`src/rtl/prof_stamp_mc.sv`:
```
// Multi-channel profiling timestamper: round-robin command intake, record FIFO, single-beat AXI4 writer.
// Optional PROFSTAMP_DROP_EN: keep granting on a full FIFO and count discarded stamps instead of stalling.
module prof_stamp_mc #(
  parameter int NUM_CH     = 4,
  parameter int CNT_W      = 48,
  parameter int FIFO_DEPTH = 16
) (
  input  logic                 ap_clk,
  input  logic                 ap_rst,
  input  logic                 start,
  input  logic [63:0]          offset,
  input  logic [NUM_CH*32-1:0] pN_TDATA,
  input  logic [NUM_CH-1:0]    pN_TVALID,
  output logic [NUM_CH-1:0]    pN_TREADY,
  output logic                 m_axi_gmem_AWVALID,
  input  logic                 m_axi_gmem_AWREADY,
  output logic [63:0]          m_axi_gmem_AWADDR,
  output logic [7:0]           m_axi_gmem_AWLEN,
  output logic [2:0]           m_axi_gmem_AWSIZE,
  output logic                 m_axi_gmem_WVALID,
  input  logic                 m_axi_gmem_WREADY,
  output logic [63:0]          m_axi_gmem_WDATA,
  output logic [7:0]           m_axi_gmem_WSTRB,
  output logic                 m_axi_gmem_WLAST,
  input  logic                 m_axi_gmem_BVALID,
  output logic                 m_axi_gmem_BREADY,
  input  logic [1:0]           m_axi_gmem_BRESP,
  output logic                 busy,
  output logic                 done,
  output logic [31:0]          stamp_count,
  output logic [31:0]          drop_count
);

  localparam int CH_W = (NUM_CH > 1) ? $clog2(NUM_CH) : 1;
  localparam int AW   = $clog2(FIFO_DEPTH);
  localparam int CW   = AW + 1;
`ifdef PROFSTAMP_DROP_EN
  localparam bit DROP_EN = 1'b1;
`else
  localparam bit DROP_EN = 1'b0;
`endif

  typedef enum logic [1:0] {S_IDLE = 2'd0, S_ADDR = 2'd1, S_RESP = 2'd2} wr_state_t;

  function automatic logic [CH_W-1:0] rr_idx(input logic [CH_W-1:0] base, input int step);
    int s;
    s = int'(base) + step;
    s = (s >= NUM_CH) ? (s - NUM_CH) : s;
    return CH_W'(s);
  endfunction

  logic [CNT_W-1:0]  ts_cnt_r;
  logic              busy_r, done_r;
  logic [63:0]       offset_r;
  logic [NUM_CH-1:0] running_r, running_next_s;
  logic [CH_W-1:0]   rr_ptr_r, gnt_idx_s;
  logic              gnt_found_s, arb_en_s;
  logic [NUM_CH-1:0] elig_s, tready_s;
  logic [3:0]        cmd_s;
  logic              start_acc_s, stamp_s, stop_s, push_s, pop_s, fin_s;
  logic [63:0]       record_s;
  logic [63:0]       mem_r [FIFO_DEPTH];
  logic [AW-1:0]     wr_ptr_r, rd_ptr_r;
  logic [CW-1:0]     fifo_cnt_r, fifo_cnt_next_s;
  logic              fifo_full_s;
  wr_state_t         state_r, state_next_s;
  logic              aw_valid_r, w_valid_r;
  logic [63:0]       awaddr_r, wdata_r;
  logic [31:0]       wr_idx_r, stamp_cnt_r;
  logic              unused_s;

  assign unused_s    = ^{m_axi_gmem_BRESP, pN_TDATA};
  assign start_acc_s = start && !busy_r;
  assign fifo_full_s = (fifo_cnt_r == CW'(FIFO_DEPTH));
  assign arb_en_s    = busy_r && (DROP_EN || !fifo_full_s);
  assign elig_s      = pN_TVALID & running_r;
  assign cmd_s       = pN_TDATA[{gnt_idx_s, 5'b00000} +: 4];
  assign stamp_s     = gnt_found_s && (cmd_s == 4'h1);
  assign stop_s      = gnt_found_s && (cmd_s == 4'h2);
  assign push_s      = stamp_s && !fifo_full_s;
  assign pop_s       = (state_r == S_IDLE) && (fifo_cnt_r != {CW{1'b0}});
  assign record_s    = {5'b00000, 3'(gnt_idx_s), 56'(ts_cnt_r)};
  assign fifo_cnt_next_s = fifo_cnt_r + CW'(push_s) - CW'(pop_s);

  // Round-robin search starting at the pointer; first eligible channel wins.
  always_comb begin
    gnt_found_s = 1'b0;
    gnt_idx_s   = {CH_W{1'b0}};
    for (int k = 0; k < NUM_CH; k++) begin
      if (arb_en_s && !gnt_found_s && elig_s[rr_idx(rr_ptr_r, k)]) begin
        gnt_found_s = 1'b1;
        gnt_idx_s   = rr_idx(rr_ptr_r, k);
      end else begin
        gnt_found_s = gnt_found_s;
      end
    end
  end

  // One-hot ready for the granted channel only.
  always_comb begin
    tready_s = {NUM_CH{1'b0}};
    for (int i = 0; i < NUM_CH; i++) begin
      tready_s[i] = gnt_found_s && (gnt_idx_s == CH_W'(i));
    end
  end
  assign pN_TREADY = tready_s;

  // Channel run flags after this cycle's start/stop.
  always_comb begin
    running_next_s = running_r;
    if (start_acc_s) begin
      running_next_s = {NUM_CH{1'b1}};
    end else if (stop_s) begin
      running_next_s[gnt_idx_s] = 1'b0;
    end else begin
      running_next_s = running_r;
    end
  end

  // Writer next-state logic.
  always_comb begin
    state_next_s = state_r;
    case (state_r)
      S_IDLE: state_next_s = pop_s ? S_ADDR : S_IDLE;
      S_ADDR: begin
        if ((!aw_valid_r || m_axi_gmem_AWREADY) && (!w_valid_r || m_axi_gmem_WREADY)) begin
          state_next_s = S_RESP;
        end else begin
          state_next_s = S_ADDR;
        end
      end
      S_RESP: state_next_s = m_axi_gmem_BVALID ? S_IDLE : S_RESP;
      default: state_next_s = S_IDLE;
    endcase
  end

  // Completion is judged on next-cycle state so done lands right after the final event.
  assign fin_s = busy_r && (running_next_s == {NUM_CH{1'b0}}) &&
                 (fifo_cnt_next_s == {CW{1'b0}}) && (state_next_s == S_IDLE);

  // Session control, timestamp counter and arbitration state.
  always_ff @(posedge ap_clk or posedge ap_rst) begin
    if (ap_rst) begin
      busy_r    <= 1'b0;
      done_r    <= 1'b0;
      ts_cnt_r  <= {CNT_W{1'b0}};
      offset_r  <= 64'd0;
      running_r <= {NUM_CH{1'b0}};
      rr_ptr_r  <= {CH_W{1'b0}};
    end else begin
      done_r    <= fin_s;
      running_r <= running_next_s;
      if (gnt_found_s) rr_ptr_r <= rr_idx(gnt_idx_s, 1);
      if (start_acc_s) begin
        busy_r   <= 1'b1;
        ts_cnt_r <= {CNT_W{1'b0}};
        offset_r <= offset;
      end else begin
        if (fin_s) busy_r <= 1'b0;
        if (busy_r) ts_cnt_r <= ts_cnt_r + {{(CNT_W-1){1'b0}}, 1'b1};
      end
    end
  end

  // Record storage; occupancy is tracked by the pointers below.
  always_ff @(posedge ap_clk) begin
    if (push_s) mem_r[wr_ptr_r] <= record_s;
  end

  // FIFO pointers and occupancy.
  always_ff @(posedge ap_clk or posedge ap_rst) begin
    if (ap_rst) begin
      wr_ptr_r   <= {AW{1'b0}};
      rd_ptr_r   <= {AW{1'b0}};
      fifo_cnt_r <= {CW{1'b0}};
    end else begin
      fifo_cnt_r <= fifo_cnt_next_s;
      if (push_s) wr_ptr_r <= wr_ptr_r + {{(AW-1){1'b0}}, 1'b1};
      if (pop_s)  rd_ptr_r <= rd_ptr_r + {{(AW-1){1'b0}}, 1'b1};
    end
  end

  // Writer datapath: one single-beat write outstanding at a time.
  always_ff @(posedge ap_clk or posedge ap_rst) begin
    if (ap_rst) begin
      state_r     <= S_IDLE;
      aw_valid_r  <= 1'b0;
      w_valid_r   <= 1'b0;
      awaddr_r    <= 64'd0;
      wdata_r     <= 64'd0;
      wr_idx_r    <= 32'd0;
      stamp_cnt_r <= 32'd0;
    end else begin
      state_r <= state_next_s;
      case (state_r)
        S_IDLE: begin
          if (pop_s) begin
            aw_valid_r <= 1'b1;
            w_valid_r  <= 1'b1;
            awaddr_r   <= offset_r + {29'd0, wr_idx_r, 3'b000};
            wdata_r    <= mem_r[rd_ptr_r];
          end
        end
        S_ADDR: begin
          if (m_axi_gmem_AWREADY) aw_valid_r <= 1'b0;
          if (m_axi_gmem_WREADY)  w_valid_r  <= 1'b0;
        end
        S_RESP: begin
          if (m_axi_gmem_BVALID) begin
            wr_idx_r    <= wr_idx_r + 32'd1;
            stamp_cnt_r <= stamp_cnt_r + 32'd1;
          end
        end
        default: begin
          aw_valid_r <= 1'b0;
          w_valid_r  <= 1'b0;
        end
      endcase
      // Writer is always idle when a start can be accepted.
      if (start_acc_s) begin
        wr_idx_r    <= 32'd0;
        stamp_cnt_r <= 32'd0;
      end
    end
  end

`ifdef PROFSTAMP_DROP_EN
  logic        drop_s;
  logic [31:0] drop_cnt_r;
  assign drop_s = stamp_s && fifo_full_s;

  // Saturating count of stamps discarded on a full FIFO.
  always_ff @(posedge ap_clk or posedge ap_rst) begin
    if (ap_rst) begin
      drop_cnt_r <= 32'd0;
    end else if (start_acc_s) begin
      drop_cnt_r <= 32'd0;
    end else if (drop_s && (drop_cnt_r != 32'hFFFF_FFFF)) begin
      drop_cnt_r <= drop_cnt_r + 32'd1;
    end
  end
  assign drop_count = drop_cnt_r;
`else
  assign drop_count = 32'd0;
`endif

  assign m_axi_gmem_AWVALID = aw_valid_r;
  assign m_axi_gmem_AWADDR  = awaddr_r;
  assign m_axi_gmem_AWLEN   = 8'd0;
  assign m_axi_gmem_AWSIZE  = aw_valid_r ? 3'd3 : 3'd0;
  assign m_axi_gmem_WVALID  = w_valid_r;
  assign m_axi_gmem_WDATA   = wdata_r;
  assign m_axi_gmem_WSTRB   = w_valid_r ? 8'hFF : 8'h00;
  assign m_axi_gmem_WLAST   = w_valid_r;
  assign m_axi_gmem_BREADY  = (state_r == S_RESP);
  assign busy               = busy_r;
  assign done               = done_r;
  assign stamp_count        = stamp_cnt_r;

endmodule
```
`config.mk`:
```
export PLATFORM = sky130hd
export DESIGN_NAME = prof_stamp_mc
export DESIGN_NICKNAME = d
export VERILOG_FILES = /design/src/rtl/prof_stamp_mc.sv
export SDC_FILE = /design/constraint.sdc
export NUM_CORES = 2
export LEC_CHECK = 0
export CAP_MARGIN = 10
export CORE_MARGIN = 2
export CORE_UTILIZATION = 50
export CTS_CLUSTER_SIZE = 20
export DETAILED_ROUTE_END_ITERATION = 8
export DONT_BUFFER_PORTS = 1
export SYNTH_ARGS = -nofsm -noshare
export SYNTH_HDL_FRONTEND = slang
export SYNTH_SLANG_ARGS = --single-unit
```
`constraint.sdc`:
```
create_clock -name ap_clk -period 14.54 [get_ports ap_clk]
set_input_delay 0 -clock ap_clk [delete_from_list [all_inputs] [get_ports ap_clk]]
set_output_delay 0 -clock ap_clk [all_outputs]
set_load 0.02 [all_outputs]
```
==> metrics.cfg <==
[status]
status = finished with violations
violations = negative hold slack

[synthesis]
ys.flop_type = edfxtp_1
synth_edf_count = 800
synth-seq-area-share_pct = 69.12
synth_area_leader_cell = edfxtp_1
ys_types = 86
async_flop_share_pct = 28.25
synth.area.top_cells = edfxtp_1 (52%), dfrtp_1 (17%), mux4_2 (11%)
syn_inst = 2949
yosys_warnings = 0
synth_seq_cells = 1115
yosysTopAreaCellShare_pct = 52.04
syn_area_sq_um = 46160
avgSynthCellArea_sq_um = 15.65

[layout]
instances_no_fill = 4400
fin_nets = 3375
syn_to_final_growth_pct = 13.62
drive_gt1_share_pct = 15.41

[detailed_routing]
first_iter_violations = 2282
firstDrtPassIters = 7
wl_per_cell_um = 23.68
ant_nets = 0
viasPerCell = 5.822
wl_um = 104200
drc_errors = 0
num_vias = 25620

[place]
dp.cells = 4043
place_ws_ps = 9570
port_buffers = 0
gp_congestion = 0.9185
place_hpwl_um = 57290

[sta]
whs_ps = -2.355
drv_slew = 0
maxSlewHeadroom_pct = 21.74
setup_ws_ps = 9172
grt_setup_unrepaired = false
layout_min_cycle_time_ps = 5368
finalCritPeriodShare_pct = 36.92
skew_ps = 19.99
setup_tns_ps = 0
finalSetupViolCount = 0
tightest_slew_ps = 1171
finalHoldViolCount = 1
clock.fmax_mhz = 186.3

[grt]
globalRouteTotalUtil_pct = 22.24
grt_start_max_net_pins = 145
grt_pass1_vias = 26440
antenna_found_initial = 1
grt_pass1_wl_um = 160000
overflow = 0

[clocking]
clock-sinks = 1115
cts_made_buffers = 112
root_buffer = clkbuf_16
cts_max_level = 3
cts_setup_buffers = 0
cts_tree = yes
cts.path.max_buffers = 3
cts.reportedPaths.clkPinSlew_ps = 60
clk_latency_ps = 690

[floorplanning]
die_y_um = 307.8
initial_utilization_pct = 50.44
die_width_um = 307.8
die_area_sq_um = 94770
io_pins = 425
row_count = 111
core_area_sq_um = 91520

[setup_path]
cp_cell_sequence = inv_2 > a31oi_1 > o311ai_1 > o211a_2 > nor2_4 > mux2i_1 > dlygate4sd3_1 > a211oi_4 > ha_1 > fa_1 > or4_1 > or3_1 > nor4_1 > a31oi_1
crit_start = busy$_DFFE_PP0P_
r2r-end = busy$_DFFE_PP0P_
path_common_cell = a31oi_1
reg2regPathDepth = 14
cpPeakStageDelay_ps = 720
worstSetupStartpointType = flip-flop
cp.arrival_ps = 5870
end_kind = flip-flop
crit_required_ps = 15040
reg2reg_from = busy$_DFFE_PP0P_
critical_path.slowest_cell = dfrtp_1
path_max_fanout = 9
crit_type = flip-flop to flip-flop
endpoint = busy$_DFFE_PP0P_
ff2ff_setup_slack_ps = 9170

[power]
power_density_nw_per_um2 = 204.4
ir_worst_vdd_v = 0.0001227
leakage_nw = 19.06
finalPower_w = 0.01072

[flow_run]
drv_cap = 0

[worst_hold_path]
hold_path_class = primary input to async pin

power by group:
part           switching, W  total (W)  internal [W]
Sequential         0.000908    0.00519       0.00428
Combinational       0.00151    0.00270       0.00120
Clock               0.00120    0.00283       0.00163
layout make-up:
cell class,instances,area (sq um)
clock inverter,61,571.8
timing repair buffer,193,1844
sequential,1115,31920
fill,7005,39080
multi-input combinational,1652,13410
clock buffer,147,3047
inverter,45,178.9
antenna,1,2.502
tap,1186,1484
worst min path at each step:
stage / startpoint / slack, ps / end
after global routing: offset[62] / 30 / offset_r[62]$_DFFE_PP0P_
after global placement: ap_rst / 100 / stamp_count[18]$_DFFE_PP0P_
after floorplan: m_axi_gmem_BVALID / 100 / state_r[1]$_DFF_PP0_
after CTS: m_axi_gmem_AWREADY / 9 / m_axi_gmem_AWVALID$_DFFE_PP0P_
final: ap_rst / -2 / stamp_count[15]$_DFFE_PP0P_
after detailed placement: offset[33] / 110 / offset_r[33]$_DFFE_PP0P_
cell families after synthesis:
kind of cell	share of synthesized area [%]
AOI/OAI and AO/OA	4.288
xor gates and xnor gates	2.220
adders and majority gates	1.442
buffers and inverters	2.523
DFF	69.12
muxes	12.05
other	0.008124
and+or+nand+nor	8.346
state kept, by name, indices dropped and copies added, names as in the netlist, 5 cells and up:
signal / count
offset_r: 64
fifo_cnt_r: 5
wr_idx_r: 32
m_axi_gmem_WDATA: 50
mem_r: 800
ts_cnt_r: 48
m_axi_gmem_AWADDR: 64
stamp_count: 32
worst max-delay path, delay by kind of cell (launching register included):
family	cells	cell delay (ps)
AOI/OAI and AO/OA	5	1560
muxes	1	100
DFF	1	720
adders and majority gates	2	720
buffers and inverters	2	850
and+or+nand+nor	4	1220
per-layer routing:
| metal | track usage [%] | wire length [um] |
|---|---|---|
| met1 | 29.93 | 43960 |
| met3 | 3.351 | 4845 |
| met2 | 38.35 | 53260 |
| met5 | 0 | 0 |
| met4 | 5.286 | 2108 |
placed cells by master (no fill, tap or decap), types with 7 or more instances in the layout:
cell type,instances
o221ai_1,27
clkinv_2,23
mux2i_1,44
nor2b_1,9
a21oi_1,42
o21ai_1,13
o31ai_1,18
dlygate4sd3_1,148
nor3b_2,8
nor2_1,92
xnor2_1,44
clkbuf_1,26
conb_1,55
and2_1,14
a31oi_1,7
and3_1,29
xor2_1,73
o211ai_1,18
inv_1,38
mux4_2,226
dfrtp_1,311
a21o_1,13
nand3_1,67
clkinv_1,21
and4_1,14
clkbuf_8,7
nand4_1,40
edfxtp_1,800
ha_1,50
bufinv_16,9
nand2_1,510
o21ai_0,115
or3_1,13
nor3_1,10
clkbuf_16,114
buf_4,43
cell usage after synthesis (all sizes together), types with 13 or more instances:
cell and number:
a21o 13, dfrtp 315, edfxtp 800, nand2 517
o211ai 18, ha 50, mux4 226, mux2i 44
nor2 97, nor3 16, xor2 73, o31ai 18
o221ai 27, and4 15, xnor2 44, and3 29
nand4 40, buf 105, and2 16, inv 44
nand3 71, a21oi 45, clkbuf 86, o21ai 128
or3 13
metrics by stage:
stage / util, % / area [sq um]
detailed placement: 51.73 / 47350
CTS: 57.30 / 52450
floorplan: - / 46360
global route: 57.30 / 52450
global placement: 51.73 / 47350
finish: 57.31 / 52450
repair_timing:
item	in CTS	in global routing
hold buffers	148	0
endpoints found under the hold margin	250	0
gates resized for setup	0	0
Power figures use the tool's default switching activity.
